File: src/rtl/systolic_array_sequencer_if.sv
// Lane bundle between the sequencer (master) and the systolic_array (slave).
// Handshake: a lane word moves on a cycle where its valid and ready are both high; valid never waits on ready.
interface systolic_array_sequencer_if #(
    parameter int width_p        = 32,
    parameter int array_width_p  = 2,
    parameter int array_height_p = 2
);
    logic [array_height_p-1:0]               flush_o;
    logic [array_height_p*width_p-1:0]       row_o;
    logic [array_height_p-1:0]               row_valid_o;
    logic [array_height_p-1:0]               row_ready_i;
    logic [array_width_p*width_p-1:0]        col_o;
    logic [array_width_p-1:0]                col_valid_o;
    logic [array_width_p-1:0]                col_ready_i;
    logic [array_height_p*array_width_p-1:0] z_valid_i;
    logic [array_height_p*array_width_p-1:0] z_yumi_o;

    modport master (
        output flush_o, row_o, row_valid_o, col_o, col_valid_o, z_yumi_o,
        input  row_ready_i, col_ready_i, z_valid_i
    );

    modport slave (
        input  flush_o, row_o, row_valid_o, col_o, col_valid_o, z_yumi_o,
        output row_ready_i, col_ready_i, z_valid_i
    );
endinterface

File: src/rtl/systolic_array_sequencer.sv
// Runs one C = A*B on the systolic array: flush, skewed operand feed, drain wait, result pop.
module systolic_array_sequencer #(
    parameter int width_p        = 32,
    parameter int array_width_p  = 2,
    parameter int array_height_p = 2,
    parameter int max_k_p        = 8,
    parameter int timeout_p      = 64,
    localparam int idx_w_lp      = $clog2(max_k_p)
) (
    input  logic                                clk_i,
    input  logic                                reset_ni,
    input  logic                                start_i,
    input  logic [idx_w_lp:0]                   k_len_i,
    output logic                                busy_o,
    output logic [array_height_p*idx_w_lp-1:0]  a_idx_o,
    input  logic [array_height_p*width_p-1:0]   a_data_i,
    output logic [array_width_p*idx_w_lp-1:0]   b_idx_o,
    input  logic [array_width_p*width_p-1:0]    b_data_i,
    systolic_array_sequencer_if.master          arr_if,
    output logic                                res_valid_o,
    input  logic                                res_yumi_i,
    output logic                                error_o,
    output logic [2:0]                          state_o
);
    localparam int max_dim_lp = (array_height_p > array_width_p) ? array_height_p : array_width_p;
    localparam int step_w_lp  = $clog2(max_k_p + max_dim_lp);
    localparam int tmo_w_lp   = $clog2(timeout_p);
    localparam int kw_lp      = idx_w_lp + 1;
    localparam int n_mac_lp   = array_height_p * array_width_p;

    typedef enum logic [2:0] {IDLE, FLUSH, FEED, DRAIN, RESULT} state_e;

    state_e               state_q, state_d;
    logic [step_w_lp-1:0] step_q, step_d;
    logic [kw_lp-1:0]     k_q, k_d;
    logic [tmo_w_lp-1:0]  tmo_q, tmo_d;
    logic                 error_q, error_d;
    logic [array_height_p-1:0] row_act;
    logic [array_width_p-1:0]  col_act;
    logic                 feed_go;
    logic                 last_step;

    assign state_o = state_q;
    assign error_o = error_q;

    always_ff @(posedge clk_i or negedge reset_ni) begin
        if (!reset_ni) begin
            state_q <= IDLE;
            step_q  <= '0;
            k_q     <= '0;
            tmo_q   <= '0;
            error_q <= 1'b0;
        end else begin
            state_q <= state_d;
            step_q  <= step_d;
            k_q     <= k_d;
            tmo_q   <= tmo_d;
            error_q <= error_d;
        end
    end

    // Lane r (or c) carries operand index t-r during the k steps starting at t=r: the diagonal skew.
    always_comb begin
        row_act            = '0;
        col_act            = '0;
        a_idx_o            = '0;
        b_idx_o            = '0;
        arr_if.row_o       = '0;
        arr_if.col_o       = '0;
        for (int r = 0; r < array_height_p; r++) begin
            row_act[r] = (state_q == FEED) && (int'(step_q) >= r) && (int'(step_q) < r + int'(k_q));
            if (row_act[r]) begin
                a_idx_o[r*idx_w_lp +: idx_w_lp]  = idx_w_lp'(int'(step_q) - r);
                arr_if.row_o[r*width_p +: width_p] = a_data_i[r*width_p +: width_p];
            end
        end
        for (int c = 0; c < array_width_p; c++) begin
            col_act[c] = (state_q == FEED) && (int'(step_q) >= c) && (int'(step_q) < c + int'(k_q));
            if (col_act[c]) begin
                b_idx_o[c*idx_w_lp +: idx_w_lp]  = idx_w_lp'(int'(step_q) - c);
                arr_if.col_o[c*width_p +: width_p] = b_data_i[c*width_p +: width_p];
            end
        end
        arr_if.row_valid_o = row_act;
        arr_if.col_valid_o = col_act;
    end

    // A step completes only when every lane that is presenting data is accepted; idle lanes never stall.
    assign feed_go   = ((arr_if.row_ready_i | ~row_act) == '1) && ((arr_if.col_ready_i | ~col_act) == '1);
    assign last_step = (int'(step_q) == int'(k_q) + max_dim_lp - 2);

    always_comb begin
        state_d         = state_q;
        step_d          = step_q;
        k_d             = k_q;
        tmo_d           = tmo_q;
        error_d         = error_q;
        busy_o          = (state_q != IDLE);
        arr_if.flush_o  = '0;
        arr_if.z_yumi_o = '0;
        res_valid_o     = 1'b0;
        case (state_q)
            IDLE: begin
                if (start_i) begin
                    if (k_len_i == '0 || int'(k_len_i) > max_k_p) begin
                        k_d = kw_lp'(max_k_p);
                    end else begin
                        k_d = k_len_i;
                    end
                    error_d = 1'b0;
                    state_d = FLUSH;
                end
            end
            FLUSH: begin
                arr_if.flush_o = '1;
                step_d         = '0;
                state_d        = FEED;
            end
            FEED: begin
                if (feed_go) begin
                    if (last_step) begin
                        tmo_d   = '0;
                        state_d = DRAIN;
                    end else begin
                        step_d = step_q + step_w_lp'(1);
                    end
                end
            end
            DRAIN: begin
                if (&arr_if.z_valid_i) begin
                    state_d = RESULT;
                end else if (tmo_q == tmo_w_lp'(timeout_p - 1)) begin
                    error_d = 1'b1;
                    state_d = IDLE;
                end else begin
                    tmo_d = tmo_q + tmo_w_lp'(1);
                end
            end
            RESULT: begin
                res_valid_o     = 1'b1;
                arr_if.z_yumi_o = {n_mac_lp{res_yumi_i}};
                if (res_yumi_i) begin
                    state_d = IDLE;
                end
            end
            default: state_d = IDLE;
        endcase
    end
endmodule
File: src/flat_wrapper.sv
// flat-port wrapper written by rule: the top's interface ports become plain ports
module systolic_array_sequencer_flat 
#(
    parameter int width_p        = 32,
    parameter int array_width_p  = 2,
    parameter int array_height_p = 2,
    parameter int max_k_p        = 8,
    parameter int timeout_p      = 64,
    localparam int idx_w_lp      = $clog2(max_k_p)
)
  (clk_i, reset_ni, start_i, k_len_i, busy_o, a_idx_o, a_data_i, b_idx_o, b_data_i, res_valid_o, res_yumi_i, error_o, state_o, arr_if_flush_o, arr_if_row_o, arr_if_row_valid_o, arr_if_col_o, arr_if_col_valid_o, arr_if_z_yumi_o, arr_if_row_ready_i, arr_if_col_ready_i, arr_if_z_valid_i);
  systolic_array_sequencer_if #(.width_p(width_p), .array_width_p(array_width_p), .array_height_p(array_height_p)) arr_if_i ();
  input  logic clk_i;
  input  logic reset_ni;
  input  logic start_i;
  input  logic [idx_w_lp:0] k_len_i;
  output logic busy_o;
  output logic [array_height_p*idx_w_lp-1:0] a_idx_o;
  input  logic [array_height_p*width_p-1:0] a_data_i;
  output logic [array_width_p*idx_w_lp-1:0] b_idx_o;
  input  logic [array_width_p*width_p-1:0] b_data_i;
  output logic res_valid_o;
  input  logic res_yumi_i;
  output logic error_o;
  output logic [2:0] state_o;
  output wire logic [$bits(arr_if_i.flush_o)-1:0] arr_if_flush_o;
  output wire logic [$bits(arr_if_i.row_o)-1:0] arr_if_row_o;
  output wire logic [$bits(arr_if_i.row_valid_o)-1:0] arr_if_row_valid_o;
  output wire logic [$bits(arr_if_i.col_o)-1:0] arr_if_col_o;
  output wire logic [$bits(arr_if_i.col_valid_o)-1:0] arr_if_col_valid_o;
  output wire logic [$bits(arr_if_i.z_yumi_o)-1:0] arr_if_z_yumi_o;
  input wire logic [$bits(arr_if_i.row_ready_i)-1:0] arr_if_row_ready_i;
  input wire logic [$bits(arr_if_i.col_ready_i)-1:0] arr_if_col_ready_i;
  input wire logic [$bits(arr_if_i.z_valid_i)-1:0] arr_if_z_valid_i;
  assign arr_if_flush_o = arr_if_i.flush_o;
  assign arr_if_row_o = arr_if_i.row_o;
  assign arr_if_row_valid_o = arr_if_i.row_valid_o;
  assign arr_if_col_o = arr_if_i.col_o;
  assign arr_if_col_valid_o = arr_if_i.col_valid_o;
  assign arr_if_z_yumi_o = arr_if_i.z_yumi_o;
  assign arr_if_i.row_ready_i = arr_if_row_ready_i;
  assign arr_if_i.col_ready_i = arr_if_col_ready_i;
  assign arr_if_i.z_valid_i = arr_if_z_valid_i;
  systolic_array_sequencer #(.width_p(width_p), .array_width_p(array_width_p), .array_height_p(array_height_p), .max_k_p(max_k_p), .timeout_p(timeout_p)) u_core (.clk_i(clk_i), .reset_ni(reset_ni), .start_i(start_i), .k_len_i(k_len_i), .busy_o(busy_o), .a_idx_o(a_idx_o), .a_data_i(a_data_i), .b_idx_o(b_idx_o), .b_data_i(b_data_i), .arr_if(arr_if_i), .res_valid_o(res_valid_o), .res_yumi_i(res_yumi_i), .error_o(error_o), .state_o(state_o));
endmodule
File: config.mk
export PLATFORM = sky130hd
export DESIGN_NAME = systolic_array_sequencer_flat
export DESIGN_NICKNAME = d
export VERILOG_FILES = /design/src/rtl/systolic_array_sequencer_if.sv /design/src/rtl/systolic_array_sequencer.sv /design/src/flat_wrapper.sv
export SDC_FILE = /design/constraint.sdc
export NUM_CORES = 1
export LEC_CHECK = 0
export CAP_MARGIN = 30
export CORE_AREA = 2 2 116 118
export CTS_CLUSTER_DIAMETER = 50
export DETAILED_ROUTE_END_ITERATION = 10
export DIE_AREA = 0 0 118 120
export PLACE_DENSITY_LB_ADDON = 0.05
export SLEW_MARGIN = 20
export SYNTH_ARGS = -nofsm -noshare
export SYNTH_HDL_FRONTEND = slang
export SYNTH_SLANG_ARGS = --single-unit
File: constraint.sdc
create_clock -name clk_i -period 3.03 [get_ports clk_i]
set_input_delay 0.303 -clock clk_i [delete_from_list [all_inputs] [get_ports clk_i]]
set_output_delay 0.303 -clock clk_i [all_outputs]
set_load 0.01 [all_outputs]
==> metrics.md <==
| Metric | Value |
|---|---|
| Synthesized area | `2410 um2` |
| Pin count of the biggest net entering global routing | `67` |
| Synth Warn # | `0` |
| Worst Setup Path Type | `flip-flop to output pin` |
| DRC errors left | `0` |
| Relative contribution of sequential cells to total power | `8.1%` |
| Vertical extent of the die | `between 100 and 150 um` |
| Placed wire-length estimate | `10,600 um` |
| Launching element of the worst setup path | `u_core.k_q[1]$_DFFE_PN0P_` |
| Total of hold buffers inserted after clock tree synthesis | `0` |
| Clock power frac | `5.5%` |
| Pint | `2.69 mW` |
| Wire length of the first global-routing pass | `17,900 um` |
| Startpoint of the lowest-slack register-to-register path | `u_core.k_q[1]$_DFFE_PN0P_` |
| Filler cell count | `1,346` |
| Share of the clock period used by the worst path | `94.3%` |
| Post-synthesis async set-or-reset flop share | `100%` |
| Number of global-route vias before repair | `3,146` |
| Average size of a mapped cell | `7.82 um2` |
| Number of antenna violations at the first check in global routing | `0` |
| Most repeated cell in the gate-level netlist after synthesis | `and2_1` |
| IR Drop Worst-Case VDD | `0.000337 V` |
| WL final | `12,100 um` |
| Data arrival time of the worst path | `between 2 and 3 ns` |
| Placement row count | `42` |
| Drt initial violations | `76` |
| Starting density of the core | `18.6%` |
| Setup repair after global routing missed its margin | `yes` |
| Number of vias after detailed routing | `3,111` |
| Tightest slew margin relative to the limit | `54.0%` |
| Post-placement setup slack | `around 0.11 ns` |
| Minimum period implied by the final worst setup slack | `2.86 ns` |
| Measured slew at the worst slew-check pin | `a little under 0.7 ns` |
| Setup Total Neg Slack | `0 ns` |
| Share of the synthesized area in the top cell type | `roughly a third` |
| Maximum fanout along the worst path | `32` |
| Startpoint type of the worst setup path | `flip-flop` |
| Final setup slack of the worst path | `roughly 0.17 ns` |
| Leakage Power | `2.65 nW` |
| Cell type with the largest total area after synthesis | `and2_1` |
| Clk Tree Root Cell | `clkbuf_16` |
| Number of buffers inserted during clock tree synthesis | `3` |
| List of most frequent post-synthesis cells | `129 x and2_1, 18 x dfrtp_1, 15 x ha_1` |
| Number of nets still failing antenna checks after routing | `0` |
| Sum of overflow across all layers after global routing | `0` |
| Net switching share of the total power | `between 40 and 50%` |
| Floorplan core area | `approximately 13,000 um2` |
| Synthesized net count | `between 400 and 500` |
| Gr usage total | `16.2%` |
| Comb pwr share | `86.4%` |
| Post-CTS setup buffer count | `0` |
| Layout net count | `around 760` |
| Share of synthesized area occupied by flip-flops and latches | `18.7%` |
| IO Pins | `300` |
| Pre-Repair DR Iteration Count | `4` |
| Post-Syn Instances | `308` |
| Clock slew at the register clock pins of the worst setup and hold paths | `0.05 ns` |
| Hold Path Class | `input pin to asynchronous set/reset pin` |
| Synth cell types | `50` |
| Leading post-synthesis cells by cell area | `and2_1 34%, dfrtp_1 19%, ha_1 7.8%, buf_4 3.7%, nand2_1 2.0%` |
| Mean number of vias per cell | `4.04` |
| Insertion delay of the later-clocked pin in the worst-skew pair | `0.25 ns` |
| Floorplan die width | `118 um` |
| Count of flip-flops with a built-in enable after synthesis | `0` |
| Final GP Congestion | `0.780` |
| Number of max-cap violations | `0` |
| Maximum level of the CTS H-tree | `1` |
| Gates resized, CTS repair | `69` |
| Worst path required time | `2.73 ns` |
| Max-slew violation count | `0` |
| Largest buffer count on any clock path | `2` |
| Count of state elements after synthesis | `18` |
| Overall die area | `14,200 um2` |
| Power density normalized to cell area | `874 nW/um2` |
| Largest clock skew in the final design | `0.00110 ns` |
| Maximum clock frequency | `~350 MHz` |
| Final number of setup-violating endpoints | `0` |
| Area growth syn-to-layout | `133%` |
| Share of layout cells above drive strength 1 | `5.56%` |
| Status | `completed` |
| Most used flip-flop cell after synthesis | `dfrtp_1` |
| Clock tree from TritonCTS | `done` |
| Sinks on Clock Net | `18` |
| Diodes inserted | `0` |
| Count of port buffers added during placement | `~300` |
| Sw power | `2.20 mW` |
| Endpoint class of the critical path | `output pin` |
| DR WL/cell | `15.7 um` |
| Final-report hold violation count | `0` |
## per-stage QoR
step	util, %	cell area [um2]	cells	hold WS, ns	power [mW]
CTS	42.9	5570	769	0.513	5.00
detailed placement	42.9	5570	766	0.501	5.00
finish	43.2	5600	770	0.380	4.90
global route	43.2	5600	770	0.421	5.29
floorplan	-	2410	308	0.00741	2.59
global placement	42.9	5570	766	0.490	5.00
## layout make-up
type	count	area [um2]	share of cell area, %
well taps	176	220	3.93
flip-flops and latches	18	450	8.04
multi-input cells	247	1760	31.4
clock buffers	3	75.1	1.34
repair buffers	313	3050	54.4
inverters	13	48.8	0.871
## per-layer routing
| metal | vias to the layer above | wire length, um | GRT usage [%] |
|---|---|---|---|
| li1 | 1570 | - | - |
| met1 | 1376 | 4180 | 15.8 |
| met2 | 159 | 6610 | 32.4 |
| met3 | 6 | 1220 | 6.65 |
| met4 | 0 | 66 | 1.66 |
| met5 | - | 0 | 0 |
## sequential cells by signal, indices dropped and copies added (netlist names)
register        cells
u_core.k_q          4
u_core.error_o      1
u_core.state_o      3
u_core.tmo_q        6
u_core.step_q       4
## path summary, 6_finish.rpt
| kind | endpoint | slack, ns | depth (start not counted) |
|---|---|---|---|
| max in group asynchronous | u_core.step_q[1]$_DFFE_PN0P_ | 2.20 | 2 |
| setup reg to reg | u_core.tmo_q[0]$_DFFE_PN0P_ | 0.43 | 11 |
| min in group clk_i | u_core.error_o$_DFFE_PN0P_ | 0.50 | 1 |
| hold reg to reg | u_core.error_o$_DFFE_PN0P_ | 0.50 | 1 |
| hold / removal | u_core.tmo_q[0]$_DFFE_PN0P_ | 0.38 | 1 |
| setup / recovery | arr_if_row_o[13] | 0.17 | 9 |
## cells by family (layout without fill, tap and decap cells)
group / Yosys count / after routing / synth area share [%]
AND/OR/NAND/NOR: 187 / 187 / 48.3
AO/OA/AOI/OAI: 34 / 34 / 11.7
XOR/XNOR: 7 / 7 / 2.55
flip-flops: 18 / 18 / 18.7
multiplexers: 4 / 4 / 1.92
buffers and inverters: 43 / 329 / 9.04
adder cells (fa/ha/maj): 15 / 15 / 7.79
## worst max-delay path, cell delays in order, from the launching register on
cell and delay, ns:
dfrtp_1 0.39, buf_4 0.16, inv_1 0.05, ha_1 0.30, nand2b_1 0.08, a21oi_1 0.12, nor3_2 0.19, buf_4 0.28
and2_1 0.15, clkdlybuf4s50_1 0.58
## layout by cell type (no fill, tap or decap), types with 5 or more instances in the layout
master	netlist	routed
dlygate4sd2_1	0	67
nor3_1	9	6
nor2_1	6	5
and2_1	129	129
a21oi_1	5	5
buf_4	12	11
nand2_1	13	13
dlymetal6s2s_1	0	6
ha_1	15	15
inv_1	12	12
clkdlybuf4s50_1	0	226
dfrtp_1	18	18
and3_1	5	5
## power groups by stage
stage          logic (mW)  clock network, mW  registers [mW]
6_report             4.23              0.268           0.398
5_1_grt              4.59              0.284           0.411
4_1_cts              4.32              0.276           0.399
3_5_place_dp         4.59                  0           0.403
3_3_place_gp         4.59                  0           0.402
2_1_floorplan        2.20                  0           0.389
Note: power is estimated with default switching activity, not from simulation.
